$ cat src/rtl/data_mem_responder.sv
// data_mem_responder: multi-cycle data-memory model answering MEM-stage
// load/store requests. An accepted request holds ready low for LATENCY
// cycles (freezing the pipeline), then spends one DONE cycle with ready high.
//
// Parameters:
//   BASE_ADDR - byte address of memory word 0
//   DEPTH     - number of 32-bit words
//   LATENCY   - ready-low cycles per access (1..15)
//
// Ports:
//   clk       - single clock, rising edge
//   rst       - synchronous active-high reset
//   mem_r_en  - read request
//   mem_w_en  - write request (wins over a simultaneous read)
//   alu_res   - byte address of the access (bits [1:0] ignored)
//   val_rm    - write data
//   ready     - combinational: high = no access pending, low = freeze
//   read_data - registered read result, valid in DONE and held afterwards
//   addr_err  - only with DMEM_RANGE_CHECK_EN: high in DONE for an
//               out-of-range access
//
// Optional feature macro: DMEM_RANGE_CHECK_EN (address range checking).
// Without it the word index wraps modulo DEPTH.
module data_mem_responder #(
  parameter int unsigned BASE_ADDR = 1024,
  parameter int unsigned DEPTH     = 64,
  parameter int unsigned LATENCY   = 4
) (
  input  logic        clk,
  input  logic        rst,
  input  logic        mem_r_en,
  input  logic        mem_w_en,
  input  logic [31:0] alu_res,
  input  logic [31:0] val_rm,
  output logic        ready,
  output logic [31:0] read_data
`ifdef DMEM_RANGE_CHECK_EN
  ,
  output logic        addr_err
`endif
);

  localparam int IDX_W = (DEPTH > 32'd1) ? $clog2(DEPTH) : 1;

  typedef enum logic [1:0] {
    IDLE = 2'd0,
    BUSY = 2'd1,
    DONE = 2'd2
  } state_t;

  state_t           state_r;
  state_t           state_s;
  logic [3:0]       cnt_r;
  logic [IDX_W-1:0] idx_r;
  logic [31:0]      wdata_r;
  logic             is_rd_r;
  logic             is_wr_r;
  logic             err_r;

  logic             req_s;
  logic [31:0]      word_s;
  logic [IDX_W-1:0] idx_s;
  logic             err_s;
  logic             op_rd_s;
  logic [IDX_W-1:0] op_idx_s;
  logic             op_err_s;
  logic             enter_done_s;

  // Contents are deliberately never reset.
  logic [31:0]      mem_array_r [DEPTH];

  assign req_s  = mem_r_en | mem_w_en;
  assign word_s = (alu_res - 32'(BASE_ADDR)) >> 2;

`ifdef DMEM_RANGE_CHECK_EN
  assign err_s = (alu_res < 32'(BASE_ADDR)) || (word_s >= 32'(DEPTH));
  assign idx_s = word_s[IDX_W-1:0];
`else
  assign err_s = 1'b0;
  assign idx_s = IDX_W'(word_s % 32'(DEPTH));
`endif

  // With LATENCY = 1 DONE is entered straight from IDLE, before the request
  // has been latched, so the read path must see the live request there.
  always_comb begin
    op_rd_s  = is_rd_r;
    op_idx_s = idx_r;
    op_err_s = err_r;
    if (state_r == IDLE) begin
      op_rd_s  = mem_r_en & ~mem_w_en;
      op_idx_s = idx_s;
      op_err_s = err_s;
    end else begin
      op_rd_s  = is_rd_r;
      op_idx_s = idx_r;
      op_err_s = err_r;
    end
  end

  assign enter_done_s = (state_s == DONE) && (state_r != DONE);

  // State register.
  always_ff @(posedge clk) begin
    if (rst) begin
      state_r <= IDLE;
    end else begin
      state_r <= state_s;
    end
  end

  // Next-state and ready decode.
  always_comb begin
    state_s = state_r;
    ready   = 1'b1;
    case (state_r)
      IDLE: begin
        if (req_s) begin
          ready   = 1'b0;
          state_s = (LATENCY <= 32'd1) ? DONE : BUSY;
        end else begin
          ready   = 1'b1;
          state_s = IDLE;
        end
      end
      BUSY: begin
        ready = 1'b0;
        // cnt_r holds the BUSY cycles still to go including this one.
        if (cnt_r <= 4'd1) begin
          state_s = DONE;
        end else begin
          state_s = BUSY;
        end
      end
      DONE: begin
        ready   = 1'b1;
        state_s = IDLE;
      end
      default: begin
        ready   = 1'b1;
        state_s = IDLE;
      end
    endcase
  end

  // Latency counter and request latch.
  always_ff @(posedge clk) begin
    if (rst) begin
      cnt_r   <= 4'd0;
      idx_r   <= '0;
      wdata_r <= 32'd0;
      is_rd_r <= 1'b0;
      is_wr_r <= 1'b0;
      err_r   <= 1'b0;
    end else if ((state_r == IDLE) && req_s) begin
      cnt_r   <= 4'(LATENCY - 32'd1);
      idx_r   <= idx_s;
      wdata_r <= val_rm;
      is_rd_r <= mem_r_en & ~mem_w_en;
      is_wr_r <= mem_w_en;
      err_r   <= err_s;
    end else if ((state_r == BUSY) && (cnt_r != 4'd0)) begin
      cnt_r <= cnt_r - 4'd1;
    end
  end

  // Read result, loaded on the edge entering DONE.
  always_ff @(posedge clk) begin
    if (rst) begin
      read_data <= 32'd0;
    end else if (enter_done_s && op_rd_s) begin
      read_data <= op_err_s ? 32'd0 : mem_array_r[op_idx_s];
    end
  end

  // Write commit on the edge leaving DONE; a reset there aborts it.
  always_ff @(posedge clk) begin
    if (!rst && (state_r == DONE) && is_wr_r && !err_r) begin
      mem_array_r[idx_r] <= wdata_r;
    end
  end

`ifdef DMEM_RANGE_CHECK_EN
  // Error flag, high only during the DONE cycle of a bad access.
  always_ff @(posedge clk) begin
    if (rst) begin
      addr_err <= 1'b0;
    end else if (enter_done_s) begin
      addr_err <= op_err_s;
    end else begin
      addr_err <= 1'b0;
    end
  end
`endif

endmodule

$ cat config.mk
export PLATFORM = sky130hd
export DESIGN_NAME = data_mem_responder
export DESIGN_NICKNAME = d
export VERILOG_FILES = /design/src/rtl/data_mem_responder.sv
export SDC_FILE = /design/constraint.sdc
export NUM_CORES = 2
export LEC_CHECK = 0
export BUFFER_PORTS_ARGS = -buffer_cell sky130_fd_sc_hd__buf_2
export CORE_ASPECT_RATIO = 1.4
export CORE_MARGIN = 1.5
export CORE_UTILIZATION = 63
export DETAILED_ROUTE_END_ITERATION = 10
export PLACE_DENSITY_LB_ADDON = 0.25
export SYNTH_ARGS = -nofsm -noshare
export SYNTH_HDL_FRONTEND = slang
export SYNTH_SLANG_ARGS = --single-unit
$ cat constraint.sdc
create_clock -name clk -period 3.65 [get_ports clk]
set_input_delay 0.73 -clock clk [delete_from_list [all_inputs] [get_ports clk]]
set_output_delay 0.73 -clock clk [all_outputs]
set_load 0.01 [all_outputs]
# ---- After elaboration in Yosys (flattened, before gate mapping)
# Memories as Yosys holds them, arrays and structs flattened. A register that Yosys moved wholly into a read port is not among the register bits.
# Cells that the tools add are included.
dict set report op_classes {
  order_cmp 1
  muxes 11
  n_eq_ne 4
  n_reduce_logical 11
  addsub 2
  bitwise_logic 3
}
# cell n
set op_table {}
lappend op_table {{$sub 8x1->8 const B} 1}
lappend op_table {{$logic_and 1x1->1} 6}
lappend op_table {{$mux 2} 3}
lappend op_table {{$mux 6} 1}
lappend op_table {{$mux 1} 5}
lappend op_table {{$eq 2x2->1 const B} 2}
lappend op_table {{$le 4x1->1 const B} 1}
lappend op_table {{$pmux 2 s2} 1}
lappend op_table {{$reduce_bool 4->1} 1}
lappend op_table {{$sub 4x1->4 const B} 1}
lappend op_table {{$eq 2x1->1 const B} 1}
lappend op_table {{$logic_not 2->1} 1}
lappend op_table {{$ne 2x2->1 const B} 1}
lappend op_table {{$pmux 1 s2} 1}
lappend op_table {{$reduce_bool 2->1} 1}
lappend op_table {{$reduce_or 2->1} 1}
lappend op_table {{$and 1x1->1} 1}
lappend op_table {{$logic_not 1->1} 1}
lappend op_table {{$not 1->1} 1}
lappend op_table {{$or 1x1->1} 1}
dict set report word_totals {
  word_cells 40
  mem_count 1
  ram_bits 2048
  ff_bits 46
  out_inout_bits 33
  inputBits 68
}
# name depth width rd rd_clocked_by_memory_dff write_ports line_no
set memory_table {}
lappend memory_table {mem_array_r 64 32 1 1 1 70} ;# logic [31:0] mem_array_r [DEPTH];

# ---- Logic depth before layout (Yosys ltp)
dict set report logic_depth {
  word_depth 6
  mapped_depth 11
  depth_no_buf 7
}

# ---- Least setup slack after synthesis
# OpenSTA, ideal clock, no wires.
dict set report synth_timing {
  kind {register to register}
  startpoint {reg state_r[1]}
  endpoint {mem mem_array_r[63][0] (enable)}
  path_slack_ns 0.408
  period_less_slack_ns 3.242
  required_time_ns 3.229
  n_path_buf 2
  setup_ns 0.421
  path_stages_with_launch 7
  arrival_time_ns 2.821
  path_cell_list {dfxtp_1 > buf_2 > clkbuf_1 > nor3b_1 > and3_1 > nand3_1 > nor2_1}
}
dict set report synth_via {
  elab_chain_len 5
}
# item line_no
set synth_lines {}
lappend synth_lines {{start, declared} 51} ;# state_t state_r;
lappend synth_lines {{start signal, assigned} 107} ;# state_r <= state_s;
lappend synth_lines {{$eq 2x2->1} 177} ;# if (!rst && (state_r == DONE) && is_wr_r && !err_r) begin
lappend synth_lines {{$logic_and 1x1->1 (2 in a row)} 177}
lappend synth_lines {{$mux 1} 177}
lappend synth_lines {{$mux 1 (not written as such)} 178} ;# mem_array_r[idx_r] <= wdata_r;
lappend synth_lines {{end, declared} 70}
# No other way between the ends.

# ---- Worst setup path in the final report
dict set report layout_timing {
  startpoint {reg state_r[0]}
  endpoint {reg read_data[25], read port of mem_array_r}
}
dict set report layout_via {
  elab_chain_len 5
  word_cells_on_any_way 9
  cone_classes {3 x eq/ne; 3 x mux; 3 x reduce/logical}
}
# item line_no
set layout_lines {}
lappend layout_lines {{$eq 2x1->1 or $logic_not 2->1 (tied branches)} {115, 89}}
lappend layout_lines {{$pmux 2 s2} 115} ;# case (state_r)
lappend layout_lines {{$eq 2x2->1} 100} ;# assign enter_done_s = (state_s == DONE) && (state_r != DONE);
lappend layout_lines {{$logic_and 1x1->1} 100}
lappend layout_lines {{$logic_and 1x1->1} 170} ;# end else if (enter_done_s && op_rd_s) begin
lappend layout_lines {{end, declared} 36} ;# output logic [31:0] read_data
# Several ways; a longest one is shown, not always the timed one.
# A chain may end at the register's enable or synchronous reset.

==> Flow_metrics.wiki <==
{| class="wikitable"
! Metric !! Value
|-
| Final critical-path share of the clock period || 96.2%
|-
| Clock skew after layout || 0.0279 ns
|-
| WL met3 || 26100 µm
|-
| Number of enable-type register cells in the synthesized netlist || 2048
|-
| All-layer global routing usage || 35.4%
|-
| Non-filler cells, final || 7213
|-
| Wire length of the first global-routing pass || 339000 µm
|-
| Vias post-DR || 51400
|-
| Number of nets in the synthesized netlist || 5105
|-
| Unique cell type count in the Yosys netlist || 55
|-
| Clock tree from TritonCTS || done
|-
| Minimum clock period || 3.51 ns
|-
| Clock network power share || 34.8%
|-
| RSZ-0062 raised after global routing || no
|-
| Number of max-capacitance violations reported || 0
|-
| Share of synthesized flip-flops with an asynchronous set or reset || 0%
|-
| IO Port Bufs || 74
|-
| Int Power || 0.0411 W
|-
| Class of the tightest hold or removal check || in2reg
|-
| CTS Buf Count || 181
|-
| Post-synthesis cell count || 5034
|-
| Share of synthesized area occupied by flip-flops and latches || 75.6%
|-
| Grt total ovfl || 0
|-
| Number of fill cells in the layout || 7672
|-
| Sort of element at the start of the critical path || register
|-
| Number of global-route vias before repair || 51400
|-
| Setup TNS after final layout || 0 ns
|-
| Reg-to-reg slack, setup || 0.14 ns
|-
| Library cell used as clock root buffer || clkbuf_16
|-
| Initial DRT Pass Iterations || 8
|-
| H-tree depth || 4
|-
| Cell with the largest stage delay on the worst path || a2111oi_1
|-
| Pwr/cell area || 579 nW/µm²
|-
| Cell occurring most often along the worst timing path || buf_4
|-
| Layout Nets || 5381
|-
| Peak supply drop || 0.544 mV
|-
| Highest metal layer with signal wires || met5
|-
| Transition time of the tightest slew-check pin || 1.31 ns
|-
| Total I/O pin count || 101
|-
| Longest individual stage delay on the worst path || 0.51 ns
|-
| CP endpoint kind || register
|-
| Routed met2 length || 114000 µm
|-
| Vias/cell || 7.12
|-
| Combinational fraction of design power || 14.7%
|-
| Net switching share of the total power || 25.8%
|-
| Largest net degree at the start of global routing || 128
|-
| Worst Path Required || 4.35 ns
|-
| Placed inst area || 89600 µm²
|-
| Area inside the core boundary || 131000 µm²
|-
| GP Congestion || 0.873
|-
| Category of the most critical setup path || reg2reg
|-
| Hold bufs inserted after CTS || 0
|-
| Psw || 0.0143 W
|-
| Die outline height || 433 µm
|-
| Run status || complete, no violations
|-
| Non-Filler Cell Area, Final || 95600 µm²
|-
| Initial Util || 63.6%
|-
| DRC marker count from the first detailed-route iteration || 6891
|-
| Share of power burned in registers || 50.5%
|-
| Average instance area after synthesis || 16.6 µm²
|-
| Worst-case hold slack || 0.141 ns
|-
| Fmax || 285 MHz
|-
| Row cnt || 157
|-
| Routed WL || 234000 µm
|-
| Leakage component of the power || 31.9 nW
|-
| Clock-pin slew on the worst setup and hold paths || 0.06 ns
|-
| Arrival time of data at the critical path endpoint || 4.22 ns
|-
| Synthesized area || 83400 µm²
|-
| Sum of internal, switching and leakage power || 0.0553 W
|-
| Cell count after placement || 6873
|-
| Number of nets with antenna violations after detailed routing || 0
|-
| Number of warnings reported in the yosys synthesis log || 0
|-
| Number of pins exceeding their max-slew limit in the final report || 0
|-
| DRC violation count after routing || 0
|-
| Final number of hold-violating endpoints || 0
|-
| Number of setup violations in the final report || 0
|-
| Dpl hpwl || 133000 µm
|-
| Die area || 135000 µm²
|-
| Post-synth top flop || edfxtp_1
|-
| Area added between synthesis and finish || 14.7%
|-
| Clock latency reported for the late side of the worst-skew pair || 0.83 ns
|-
| Number of antenna violations at the first check in global routing || 11
|-
| Clock Tree Buf Depth || 3
|-
| Critical path fanouts, max || 44
|-
| Number of sinks handled by clock tree synthesis || 2126
|-
| Floorplan die width || 310 µm
|-
| List of cells traversed by the critical path || or2_1 -> buf_4 -> a31oi_4 -> buf_12 -> buf_4 -> a211oi_1 -> o41ai_1 -> buf_4 -> o2111ai_1 -> a2111oi_1
|-
| Share of final-layout standard cells stronger than drive strength 1 || 18.2%
|-
| Routed metal-1 wirelength || 78300 µm
|-
| Count of state elements after synthesis || 2126
|-
| Worst slew slack as a fraction of its limit || 12.5%
|-
| Drt wl/cell || 32.5 µm
|-
| Count of antenna diodes in the layout || 0
|}
## repair_timing
action | in CTS | in global routing
endpoints found under the setup margin | 6 | 9
buffers inserted | 0 | 3
gates resized for setup | 8 | 2
pin swaps | 0 | 1
## metrics by stage
step	utilization [%]	setup WS, ns
final	72.9	0.137
after global routing	72.9	0.0427
after CTS	72.9	0.00966
after detailed placement	68.4	-0.576
after global placement	68.4	-0.557
after floorplan	-	0.408
## flip-flops by register name (all words and copies together), names as in the netlist
signal and flops:
mem_array_r 2048, read_data 32, wdata_r 32, idx_r 6, cnt_r 4, state_r 2
is_rd_r 1, is_wr_r 1
## cell usage after synthesis, types with 2 or more instances
master	instances	area (µm²)
a2111oi_0	94	823
a2111oi_1	30	300
a211oi_1	676	5070
a21boi_0	53	398
a21oi_1	44	220
a31oi_1	13	81.3
a31oi_4	4	85.1
a41oi_1	2	17.5
and3_1	729	4560
buf_1	13	48.8
buf_2	118	591
buf_4	16	120
buf_6	3	33.8
clkbuf_1	293	1100
dfxtp_1	78	1560
edfxtp_1	2048	61500
ha_1	3	37.5
inv_1	4	15.0
mux2_2	2	22.5
mux2i_1	160	1600
mux4_2	64	1440
nand2_1	91	342
nand3_1	18	90.1
nand3b_1	3	22.5
nor2_1	76	285
nor2b_1	4	25.0
nor3_1	4	20.0
nor3b_1	2	15.0
nor4_1	56	350
nor4b_1	17	149
o2111ai_1	30	263
o21a_1	3	22.5
o21ai_0	13	65.1
o21ai_1	4	20.0
o21bai_1	32	240
o22ai_1	64	400
o31ai_1	52	390
o41ai_1	98	858
or2_2	2	12.5
or3b_2	2	17.5
xor2_1	2	17.5
## area by class of cell
type / instances / area (µm²) / share of cell area [%]
Tap cell: 1749 / 2190 / 2.29
Sequential cell: 2126 / 63100 / 66.0
Multi-Input combinational cell: 2461 / 19100 / 20.0
Clock inverter: 79 / 754 / 0.789
Timing Repair Buffer: 536 / 5240 / 5.48
Inverter: 4 / 15.0 / 0.0157
Clock buffer: 258 / 5160 / 5.40
## worst paths after layout
path	start	to	depth (start not counted)
worst min register to register	is_rd_r	is_rd_r	2
worst max-delay path	state_r[0]	read_data[25]	10
worst min-delay path	val_rm[23]	wdata_r[23]	3
worst max register to register	state_r[0]	read_data[25]	10
## power groups by stage
stage	Combinational, W	Sequential, W	Clock, W
floorplan	0.00423	0.0282	0
global placement	0.00774	0.0284	0
detailed placement	0.00789	0.0284	0
CTS	0.00798	0.0279	0.0193
global route	0.00851	0.0279	0.0202
finish	0.00813	0.0279	0.0193
## critical path, delay by kind of cell, from the launching register on
| family | cells | cell delay, ns |
|---|---|---|
| compound gates | 5 | 1.67 |
| buf+inv | 4 | 0.94 |
| flops | 1 | 0.42 |
| simple gates | 1 | 0.27 |
## logic make-up after synthesis
| group | count (synthesis) | synth area share, % |
|---|---|---|
| AO/OA/AOI/OAI | 1216 | 11.1 |
| XOR/XNOR | 3 | 0.0315 |
| adder cells (fa/ha/maj) | 3 | 0.0450 |
| buffers and inverters | 447 | 2.29 |
| flip-flops | 2126 | 75.6 |
| multiplexers | 227 | 3.70 |
| AND/OR/NAND/NOR | 1012 | 7.14 |
## cells in the final DEF (no fill, tap or decap), types with 4 or more instances in the layout
cell type | synthesis | layout
a2111oi_0 | 94 | 82
a2111oi_1 | 30 | 38
a2111oi_2 | 0 | 4
a211oi_1 | 676 | 676
a21boi_0 | 53 | 53
a21oi_1 | 44 | 41
a31oi_1 | 13 | 13
a31oi_4 | 4 | 4
and3_1 | 729 | 728
buf_12 | 0 | 112
buf_2 | 118 | 73
buf_4 | 16 | 351
bufinv_16 | 0 | 13
clkbuf_1 | 293 | 53
clkbuf_16 | 0 | 190
clkbuf_8 | 0 | 15
clkinv_1 | 0 | 30
clkinv_2 | 0 | 29
dfxtp_1 | 78 | 44
dfxtp_2 | 0 | 34
edfxtp_1 | 2048 | 2048
inv_1 | 4 | 4
mux2i_1 | 160 | 160
mux4_2 | 64 | 64
nand2_1 | 91 | 91
nand3_1 | 18 | 16
nor2_1 | 76 | 8
nor2_4 | 0 | 68
nor3_1 | 4 | 4
nor4_1 | 56 | 55
nor4b_1 | 17 | 17
o2111ai_1 | 30 | 30
o21ai_0 | 13 | 13
o21ai_4 | 0 | 5
o21bai_1 | 32 | 32
o22ai_1 | 64 | 64
o31ai_1 | 52 | 52
o41ai_1 | 98 | 96
## layer usage
metal  GRT usage [%]  vias up
li1                -    21400
met1            44.4    25800
met2            57.5     3427
met3            6.93      796
met4            20.7       10
met5               0        -
(Power assumes the default switching activity.)
